$ cat config.mk
export PLATFORM = sky130hd
export DESIGN_NAME = filt_scan
export DESIGN_NICKNAME = d
export VERILOG_FILES = /design/src/rtl/filt_scan.sv
export SDC_FILE = /design/constraint.sdc
export NUM_CORES = 1
export LEC_CHECK = 0
export CORE_MARGIN = 2
export CORE_UTILIZATION = 33
export DETAILED_ROUTE_END_ITERATION = 10
export DONT_BUFFER_PORTS = 1
export MAX_ROUTING_LAYER = met4
export PLACE_DENSITY = 0.49
export RECOVER_POWER = 25
export SKIP_LAST_GASP = 1
export SYNTH_ARGS = -nofsm -noshare
export SYNTH_HDL_FRONTEND = slang
export SYNTH_SLANG_ARGS = --single-unit
$ cat constraint.sdc
create_clock -name clk -period 2.5 [get_ports clk]
set_input_delay 0.375 -clock clk [delete_from_list [all_inputs] [get_ports clk]]
set_output_delay 0.375 -clock clk [all_outputs]
set_load 0.02 [all_outputs]
$ cat src/rtl/filt_scan.sv
// filt_scan: multichannel debounce scheduler.
//
// One shared 4-state glitch filter is time-multiplexed across N raw inputs.
// A prescaler issues a scan tick every PRESCALE enabled cycles; each scan then
// services channels 0..N-1, one per clock. A channel's debounced level changes
// only after THRESH consecutive scans see the new level.
//
// Ports:
//   clk     in   system clock, rising edge
//   rst_n   in   asynchronous active-low reset
//   en      in   global enable; low freezes prescaler, scan and filter state
//   i       in   [N]   raw asynchronous inputs
//   y       out  [N]   debounced levels (registered)
//   chg     out  one-cycle pulse when a channel commits a level change
//   chg_ch  out  [IW]  channel index of the most recent commit
//   chg_val out  new level of the most recent commit
//   busy    out  high while a scan is in progress
module filt_scan #(
  parameter int unsigned N        = 4,
  parameter int unsigned THRESH   = 10,
  parameter int unsigned PRESCALE = 16
) (
  input  logic                 clk,
  input  logic                 rst_n,
  input  logic                 en,
  input  logic [N-1:0]         i,
  output logic [N-1:0]         y,
  output logic                 chg,
  output logic [$clog2(N)-1:0] chg_ch,
  output logic                 chg_val,
  output logic                 busy
);

  localparam int unsigned CW = $clog2(THRESH + 1);
  localparam int unsigned IW = $clog2(N);
  localparam int unsigned PW = $clog2(PRESCALE);

  localparam logic [PW-1:0] PcMax   = PW'(PRESCALE - 1);
  localparam logic [IW-1:0] IdxLast = IW'(N - 1);
  localparam logic [CW-1:0] CntLast = CW'(THRESH - 1);
  localparam logic [CW-1:0] CntOne  = CW'(1);

  typedef enum logic [0:0] {StIdle, StScan} scan_e;

  // Z = committed low, E = committed high; *1 = change pending.
  typedef enum logic [1:0] {FltZ0, FltZ1, FltE0, FltE1} flt_e;

  // ---------------------------------------------------------------------------
  // Input synchronizer, independent of en.
  // ---------------------------------------------------------------------------
  logic [N-1:0] is_meta_q, is_q;

  always_ff @(posedge clk or negedge rst_n) begin
    if (!rst_n) begin
      is_meta_q <= '0;
      is_q      <= '0;
    end else begin
      is_meta_q <= i;
      is_q      <= is_meta_q;
    end
  end

  // ---------------------------------------------------------------------------
  // Prescaler and scan controller.
  // ---------------------------------------------------------------------------
  scan_e          state_q, state_d;
  logic [PW-1:0]  pc_q, pc_d;
  logic [IW-1:0]  idx_q, idx_d;
  logic           tick;
  logic           svc;

  assign tick = en && (pc_q == PcMax);
  // A channel is serviced only on enabled cycles, so a frozen scan resumes
  // at the same idx without skipping or repeating a channel.
  assign svc  = en && (state_q == StScan);

  always_comb begin
    state_d = state_q;
    pc_d    = pc_q;
    idx_d   = idx_q;
    if (en) begin
      pc_d = tick ? '0 : pc_q + PW'(1);
      unique case (state_q)
        StIdle: begin
          if (tick) begin
            state_d = StScan;
          end
        end
        StScan: begin
          if (idx_q == IdxLast) begin
            state_d = StIdle;
            idx_d   = '0;
          end else begin
            idx_d = idx_q + IW'(1);
          end
        end
        default: begin
          state_d = StIdle;
          idx_d   = '0;
        end
      endcase
    end
  end

  always_ff @(posedge clk or negedge rst_n) begin
    if (!rst_n) begin
      state_q <= StIdle;
      pc_q    <= '0;
      idx_q   <= '0;
    end else begin
      state_q <= state_d;
      pc_q    <= pc_d;
      idx_q   <= idx_d;
    end
  end

  // ---------------------------------------------------------------------------
  // Shared filter engine: evaluates the serviced channel only.
  // ---------------------------------------------------------------------------
  flt_e [N-1:0]          st_q, st_d;
  logic [N-1:0][CW-1:0]  cnt_q, cnt_d;
  logic [N-1:0]          y_q, y_d;

  logic                  s;
  flt_e                  cur_st, nxt_st;
  logic [CW-1:0]         cur_cnt, nxt_cnt;
  logic                  nxt_y;
  logic                  commit;

  always_comb begin
    s       = is_q[idx_q];
    cur_st  = st_q[idx_q];
    cur_cnt = cnt_q[idx_q];
    nxt_st  = cur_st;
    nxt_cnt = cur_cnt;
    nxt_y   = y_q[idx_q];
    commit  = 1'b0;

    case (cur_st)
      FltZ0: begin
        if (s) begin
          nxt_st  = FltZ1;
          nxt_cnt = CntOne;
        end else begin
          nxt_cnt = '0;
        end
      end
      FltZ1: begin
        if (!s) begin
          nxt_st  = FltZ0;
          nxt_cnt = '0;
        end else if (cur_cnt == CntLast) begin
          nxt_st  = FltE0;
          nxt_cnt = '0;
          nxt_y   = 1'b1;
          commit  = 1'b1;
        end else begin
          nxt_cnt = cur_cnt + CntOne;
        end
      end
      FltE0: begin
        if (!s) begin
          nxt_st  = FltE1;
          nxt_cnt = CntOne;
        end else begin
          nxt_cnt = '0;
        end
      end
      FltE1: begin
        if (s) begin
          nxt_st  = FltE0;
          nxt_cnt = '0;
        end else if (cur_cnt == CntLast) begin
          nxt_st  = FltZ0;
          nxt_cnt = '0;
          nxt_y   = 1'b0;
          commit  = 1'b1;
        end else begin
          nxt_cnt = cur_cnt + CntOne;
        end
      end
      default: begin
        nxt_st  = FltZ0;
        nxt_cnt = '0;
        nxt_y   = 1'b0;
      end
    endcase
  end

  // Write back only the serviced slot; every other channel holds.
  always_comb begin
    st_d  = st_q;
    cnt_d = cnt_q;
    y_d   = y_q;
    if (svc) begin
      st_d[idx_q]  = nxt_st;
      cnt_d[idx_q] = nxt_cnt;
      y_d[idx_q]   = nxt_y;
    end
  end

  always_ff @(posedge clk or negedge rst_n) begin
    if (!rst_n) begin
      st_q  <= {N{FltZ0}};
      cnt_q <= '0;
      y_q   <= '0;
    end else begin
      st_q  <= st_d;
      cnt_q <= cnt_d;
      y_q   <= y_d;
    end
  end

  // ---------------------------------------------------------------------------
  // Commit reporting. chg is a single-cycle pulse (also cleared while en=0);
  // chg_ch/chg_val latch the most recent commit.
  // ---------------------------------------------------------------------------
  logic          chg_q, chg_d;
  logic [IW-1:0] chg_ch_q, chg_ch_d;
  logic          chg_val_q, chg_val_d;

  always_comb begin
    chg_d     = 1'b0;
    chg_ch_d  = chg_ch_q;
    chg_val_d = chg_val_q;
    if (svc && commit) begin
      chg_d     = 1'b1;
      chg_ch_d  = idx_q;
      chg_val_d = nxt_y;
    end
  end

  always_ff @(posedge clk or negedge rst_n) begin
    if (!rst_n) begin
      chg_q     <= 1'b0;
      chg_ch_q  <= '0;
      chg_val_q <= 1'b0;
    end else begin
      chg_q     <= chg_d;
      chg_ch_q  <= chg_ch_d;
      chg_val_q <= chg_val_d;
    end
  end

  assign y       = y_q;
  assign chg     = chg_q;
  assign chg_ch  = chg_ch_q;
  assign chg_val = chg_val_q;
  assign busy    = (state_q == StScan);

endmodule

==> run summary, run 1 <==
outcome -> complete, no violations
max-slew violation count -> 0
sequential share of power -> 40.8%
Detail Route Antenna Nets -> 0
Max IR drop VDD -> 0.4045 mV
Final setup viols -> 0
RSZ-0062 raised after global routing -> yes
Synth Cell Area -> 0.002167 mm²
pin slew with the least headroom to its limit -> 1.141 ns
Clock Latency Late Sink -> 0.30 ns
register area -> 0.001176 mm²
total CTS buffers -> 5
overall routing resource usage -> 12.81%
EDFF count, synth -> 0
max-cap violations -> 0
Internal -> 1622 µW
critical path arrival -> 2.55 ns
switching power -> 820.9 µW
Async SR Flop Fraction -> 100.0%
area of the multi-input gates -> 928.4 µm²
first-iteration detailed-routing DRC count -> 71
critical path's largest stage delay -> 0.65 ns
Synth area leaders -> dfrtp_1, nand2_1, mux2_2
Yosys top cell area share -> 54.27%
CP max stage cell -> mux4_1
GPL Wtd Cong -> 0.7348
Initial Util -> 34.13%
Critical Path Fanout Max -> 13
min setup slack post-route -> 0.1447 ns
Critical Path RT -> 2.70 ns
I/O Pins -> 16
Synth Warn # -> 0
syn nets -> 188
Layout Nets -> 194
Top Family by Delay on Critical Path -> multiplexers
Worst Hold Slack -> 0.09042 ns
CP startpoint kind -> register
share of layout cells above drive strength 1 -> 22.65%
#FFs+latches synth -> 47
vias in the first global route -> 1,396
row count -> 29
Worst slew margin -> 23.97%
largest net degree at the start of global routing -> 48
clock slew at reported path FFs -> 0.09 ns
Port Buffers -> 0
CTS tree -> done
Peak Freq -> 424.6 MHz
crit end category -> register
synth cell count leaders -> dfrtp_1, nand2_1, o31ai_1
# DRC -> 0
Die X -> 85.04 µm
number of vias per cell -> 5.233
DIE AREA -> 0.007231 mm²
count of different cell masters after synthesis -> 32
first-pass GRT wire length -> 6.975 mm
drt first pass iters -> 4
clock skew -> 0.004455 ns
Mean Syn Cell Area -> 12.45 µm²
total congestion overflow -> 0
vias after detailed routing -> 1,350
Net Sw Frac -> 33.60%
Crit Path Class -> register to register
worst path bufs/invs -> 1
diode count -> 0
Hold Crit Class -> input pin to register
final std cells w/o fill -> 258
initial antenna violation count -> 0
CTS Root Cell -> clkbuf_8
CTS Sinks -> 47
Cells after DPL -> 248
Area Growth Syn to Fin -> 11.49%
Lkg Pwr -> 0.001042 µW
wire per inst -> 16.07 µm
Fin. Hold Viols -> 0
final WL -> 4.145 mm
Fill cells -> 630
PD cells -> 1011 mW/mm²
Die Y -> 85.04 µm
Comb power frac -> 32.2%
Yosys top cell by area -> dfrtp_1
register area share after synthesis -> 54.27%
Max Buffers Root-to-Sink -> 2
clock power share -> 27.1%
fin area -> 0.002416 mm²
count leader, synth -> dfrtp_1
Min Clock Period, post-route -> 2.355 ns
HPWL Detailed -> 2.881 mm
pre-CTS setup slack -> 0.08998 ns
H-tree depth -> 2
Core Region -> 0.006350 mm²
placed cell area -> 0.002263 mm²
Mapped Cells -> 174
Cell Chain, Critical Path -> buf_4 > mux4_1 > xnor2_1 > a31o_2 > a21oi_1 > mux2_2
predominant post-synthesis flop cell -> dfrtp_1
fraction of the cycle the final worst path needs -> 94.21%
[worst paths after layout]
path	slack, ns	depth (start not counted)	start	to
hold reg to reg	0.35	0	is_meta_q[3]	is_q[3]
max in group asynchronous	0.96	2	rst_n	cnt_q[14]
hold / removal	0.09	0	i[2]	is_meta_q[2]
setup reg to reg	0.14	6	idx_q[0]	cnt_q[12]
min in group asynchronous	0.83	2	rst_n	cnt_q[8]
setup / recovery	0.14	6	idx_q[0]	cnt_q[12]
[layout make-up]
cell class / instances / share of cell area (%)
tap: 77 / 3.988
timing repair buffer: 8 / 2.486
sequential: 47 / 48.68
inverter: 5 / 0.7768
clock inverter: 3 / 2.796
multi-input combinational: 113 / 38.43
clock buffer: 5 / 2.848
[power by group through the flow]
stage          sequential [µW]  combinational [µW]  clock (µW)
4_1_cts                    997                 797         679
5_1_grt                   1020                 880         708
2_1_floorplan              991                 615           0
3_3_place_gp              1000                 745           0
6_report                   996                 786         662
3_5_place_dp              1010                 774           0
[flip-flops by register name, indices dropped and copies added, names as in the netlist, 2 cells and up]
name,cells
is_q,4
y,4
cnt_q,16
is_meta_q,4
idx_q,2
chg_ch,2
st_q,8
pc_q,4
[cell usage in the layout (no fill, tap or decap), types with 2 or more instances in the layout]
cell	count
dfrtp_1	47
nand2_1	33
o31ai_1	13
o21ai_0	12
mux2_2	10
ha_1	7
buf_4	6
mux4_2	5
inv_1	5
clkbuf_8	5
xnor2_1	4
o21ai_2	4
a21oi_1	4
mux4_1	3
nand4_1	2
bufinv_16	2
[cell families after synthesis]
kind of cell	count (synthesis)	synth area share, %
compound gates	40	13.11
xor+xnor	4	1.616
fa+ha+maj	7	4.041
buf+inv	14	2.945
flops	47	54.27
mux	19	14.49
simple gates	43	9.527
[metrics by stage]
stage / total power (µW) / utilization, % / TNS [ns]
3_3_place_gp: 1749 / 35.65 / 0
2_1_floorplan: 1606 / - / 0
6_report: 2443 / 38.05 / 0
4_1_cts: 2473 / 38.38 / 0
5_1_grt: 2606 / 38.05 / -0.06007
3_5_place_dp: 1786 / 35.65 / 0
[what timing repair did]
action	CTS	global route
endpoints found under the hold margin	47	0
hold buffers	2	0
gates resized for setup	0	1
setup buffers	0	0
setup endpoints to repair	0	9
[routing by layer]
metal | GRT usage [%] | routed length [µm]
met5 | - | 0
met4 | 3.896 | 55
met3 | 3.016 | 154
met2 | 20.31 | 1976
met1 | 16.37 | 1958
No activity file was read; power rests on OpenSTA's default activity.
==> run 2: changes to the inputs <==
Settings changed: ABC_AREA from default to 1.
==> run 2 against run 1 <==
Routed wire length rose by 34%. Synthesized area increased by 12%. Clock-buffer cell count up 3. Sequential share of layout area down 3.5 points. Clock skew is 0.00090 ns lower. Sequential power grew 24%. Die area up 11%. Hold slack improved by 0.014 ns. Combinational power is 87% higher. Register-to-register slack better by 0.35 ns. Final cell count increased by 55%. Critical path type unchanged.
==> run summary, run 2 <==
Die X -> 89.68 µm (+5.5%)
total congestion overflow -> 0 (unchanged)
Layout Nets -> 315 (+62%)
Reg2Reg Depth -> 11 (+5)
Lkg Pwr -> 0.001373 µW (+32%)
vias after detailed routing -> 1,888 (+40%)
drt first pass iters -> 5 (+1)
Crit Path Class -> register to register
I/O Pins -> 16 (unchanged)
met2 usage -> 24.67% (+4.4 points)
share of layout cells above drive strength 1 -> 12.58% (-10 points)
Top reg by flops -> cnt_q
max-cap violations -> 0 (unchanged)
Fin. Hold Viols -> 0 (unchanged)
DIE AREA -> 0.008042 mm² (+11%)
Yosys top cell area share -> 48.55% (-5.7 points)
register area share after synthesis -> 48.55% (-5.7 points)
count of different cell masters after synthesis -> 25 (-22%)
# resized after CTS -> 0 (unchanged)
synth cell count leaders -> nand2_1, dfrtp_1, nand3_1
H-tree depth -> 2 (unchanged)
max-slew violation count -> 0 (unchanged)
Mapped Cells -> 296 (+70%)
most common cell after layout, fill and taps aside -> nand2_1
Critical Path RT -> 2.69 ns (about the same)
initial antenna violation count -> 0 (unchanged)
clock skew -> 0.003551 ns (-0.0009039 ns)
hold path endpoint -> is_meta_q[0]
total CTS buffers -> 5 (unchanged)
Yosys top cell by area -> dfrtp_1
PD cells -> 1232 mW/mm² (+22%)
worst r2r src -> idx_q[0]
commonest non-fill, non-tap cells in the layout -> nand2_1, dfrtp_1, nand3_1
vias in the first global route -> 1,786 (+28%)
critical path arrival -> 2.19 ns (-0.36 ns)
GPL Wtd Cong -> 0.8351 (+14%)
clock slew at reported path FFs -> 0.08 ns (about the same)
fraction of the cycle the final worst path needs -> 80.08% (-14 points)
predominant post-synthesis flop cell -> dfrtp_1
number of vias per cell -> 4.708 (-10%)
Initial Util -> 33.76% (-0.37 points)
pin slew with the least headroom to its limit -> 1.197 ns (+0.05623 ns)
row count -> 31 (+6.9%)
Hold Crit Class -> input pin to register
Most Crowded Layer GR -> met2
Final setup viols -> 0 (unchanged)
first-pass GRT wire length -> 9.177 mm (+32%)
Min-Delay Path Depth -> 0 (unchanged)
Die Y -> 89.68 µm (+5.5%)
CTS tree -> done
met3 GRT Util -> 3.565% (+0.55 points)
final WL -> 5.550 mm (+34%)
Critical Path Fanout Max -> 13 (unchanged)
wire per inst -> 13.84 µm (-14%)
Tot Pwr -> 3206 µW (+31%)
count leader, synth -> nand2_1
Area Growth Syn to Fin -> 7.438%
Max Buffers Root-to-Sink -> 2 (unchanged)
Synth area leaders -> dfrtp_1, nand2_1, nand3_1
Port Buffers -> 0 (unchanged)
largest net degree at the start of global routing -> 48 (unchanged)
R2R setup slack -> 0.50 ns (+0.35 ns)
Min Clock Period, post-route -> 2.002 ns (-0.3532 ns)
CTS Root Cell -> clkbuf_8
Clock Latency Late Sink -> 0.29 ns (about the same)
overall routing resource usage -> 15.83% (+3.0 points)
top flop regs -> cnt_q: 16 flops, st_q: 8 flops
diode count -> 0 (unchanged)
Detail Route Antenna Nets -> 0 (unchanged)
CTS Sinks -> 47 (unchanged)
Peak Freq -> 499.5 MHz (+18%)
met1 usage -> 20.72% (+4.3 points)
crit end category -> register
hold wc startpoint -> i[0]
Synth Warn # -> 0 (unchanged)
Worst slew margin -> 20.22% (-3.7 points)
CP startpoint kind -> register
Async SR Flop Fraction -> 100.0% (unchanged)
Synth Cell Area -> 0.002422 mm² (+12%)
HPWL Detailed -> 3.895 mm (+35%)
Mean Syn Cell Area -> 8.184 µm² (-34%)
outcome -> complete, no violations
syn nets -> 310 (+65%)
EDFF count, synth -> 0 (unchanged)
#FFs+latches synth -> 47 (unchanged)
Fill cells -> 731 (+16%)
RR Endpoint -> y[1]
Max IR drop VDD -> 0.2689 mV (-34%)
Core Region -> 0.007176 mm² (+13%)
setup TNS -> 0 ns (unchanged)
RSZ-0062 raised after global routing -> no
# DRC -> 0 (unchanged)
first-iteration detailed-routing DRC count -> 70 (-1.4%)
Largest register FFs -> 16 (unchanged)
[run 2: repair_timing]
action | in CTS | in global routing
buffers inserted | 0 | 0
endpoints found under the hold margin | 47 | 0
hold buffers | 2 | 0
[run 2: routing by layer]
metal	vias to the layer above	wire [µm]
met4	0	40
met1	898	2569
met2	42	2766
met3	2	173
li1	946	-
met5	-	0
[run 2: report_power, final]
part           switching, µW  internal, µW  total (µW)
Combinational           1010           463        1470
Sequential               244           997        1240
Clock                    243           253         496
[run 2: worst max path at each step]
stage / depth (start not counted) / slack [ns] / end / from
6_report: 11 / 0.50 / y[1] / idx_q[0]
5_1_grt: 11 / 0.27 / y[1] / idx_q[0]
4_1_cts: 11 / 0.51 / y[1] / idx_q[0]
3_5_place_dp: 11 / 0.52 / y[1] / idx_q[0]
3_3_place_gp: 11 / 0.51 / y[0] / idx_q[0]
2_1_floorplan: 13 / 0.74 / y[0] / idx_q[0]
[run 2: through the flow]
stage	std cells	setup WS (ns)	util, %	area, µm²	hold WS, ns
6_report	401	0.4979	36.27	2603	0.1040
4_1_cts	401	0.5067	36.58	2625	0.08433
5_1_grt	401	0.2657	36.27	2603	0.07410
3_5_place_dp	391	0.5211	34.66	2487	0.08065
3_3_place_gp	391	0.5103	34.66	2487	0.08052
2_1_floorplan	296	0.7403	-	2422	0.07941
[run 2: area by class of cell]
cell class / count / area, µm² / area share [%]
flip-flops and latches: 47 / 1176 / 45.19
clock buffers: 8 / 100.1 / 3.846
well taps: 99 / 123.9 / 4.760
inverters: 24 / 91.34 / 3.510
multi-input cells: 216 / 1059 / 40.67
repair buffers: 7 / 52.55 / 2.019
[run 2: cells by family after synthesis]
| kind of cell | share of synthesized area [%] |
|---|---|
| AOI/OAI and AO/OA | 2.841 |
| and+or+nand+nor | 36.42 |
| adders and majority gates | 3.616 |
| buffers and inverters | 7.748 |
| xor gates and xnor gates | 0.3616 |
| muxes | 0.4648 |
| DFF | 48.55 |
[run 2: critical path: stages, from the launching register on]
cell and delay [ns]:
dfrtp_1 0.53, inv_2 0.17, nand2_1 0.08, nand3_1 0.06, nand2_1 0.07, inv_1 0.12, ha_1 0.24, nand3_4 0.10
nor2_4 0.15, nand2_1 0.18, nand3_1 0.15, nand2_1 0.05
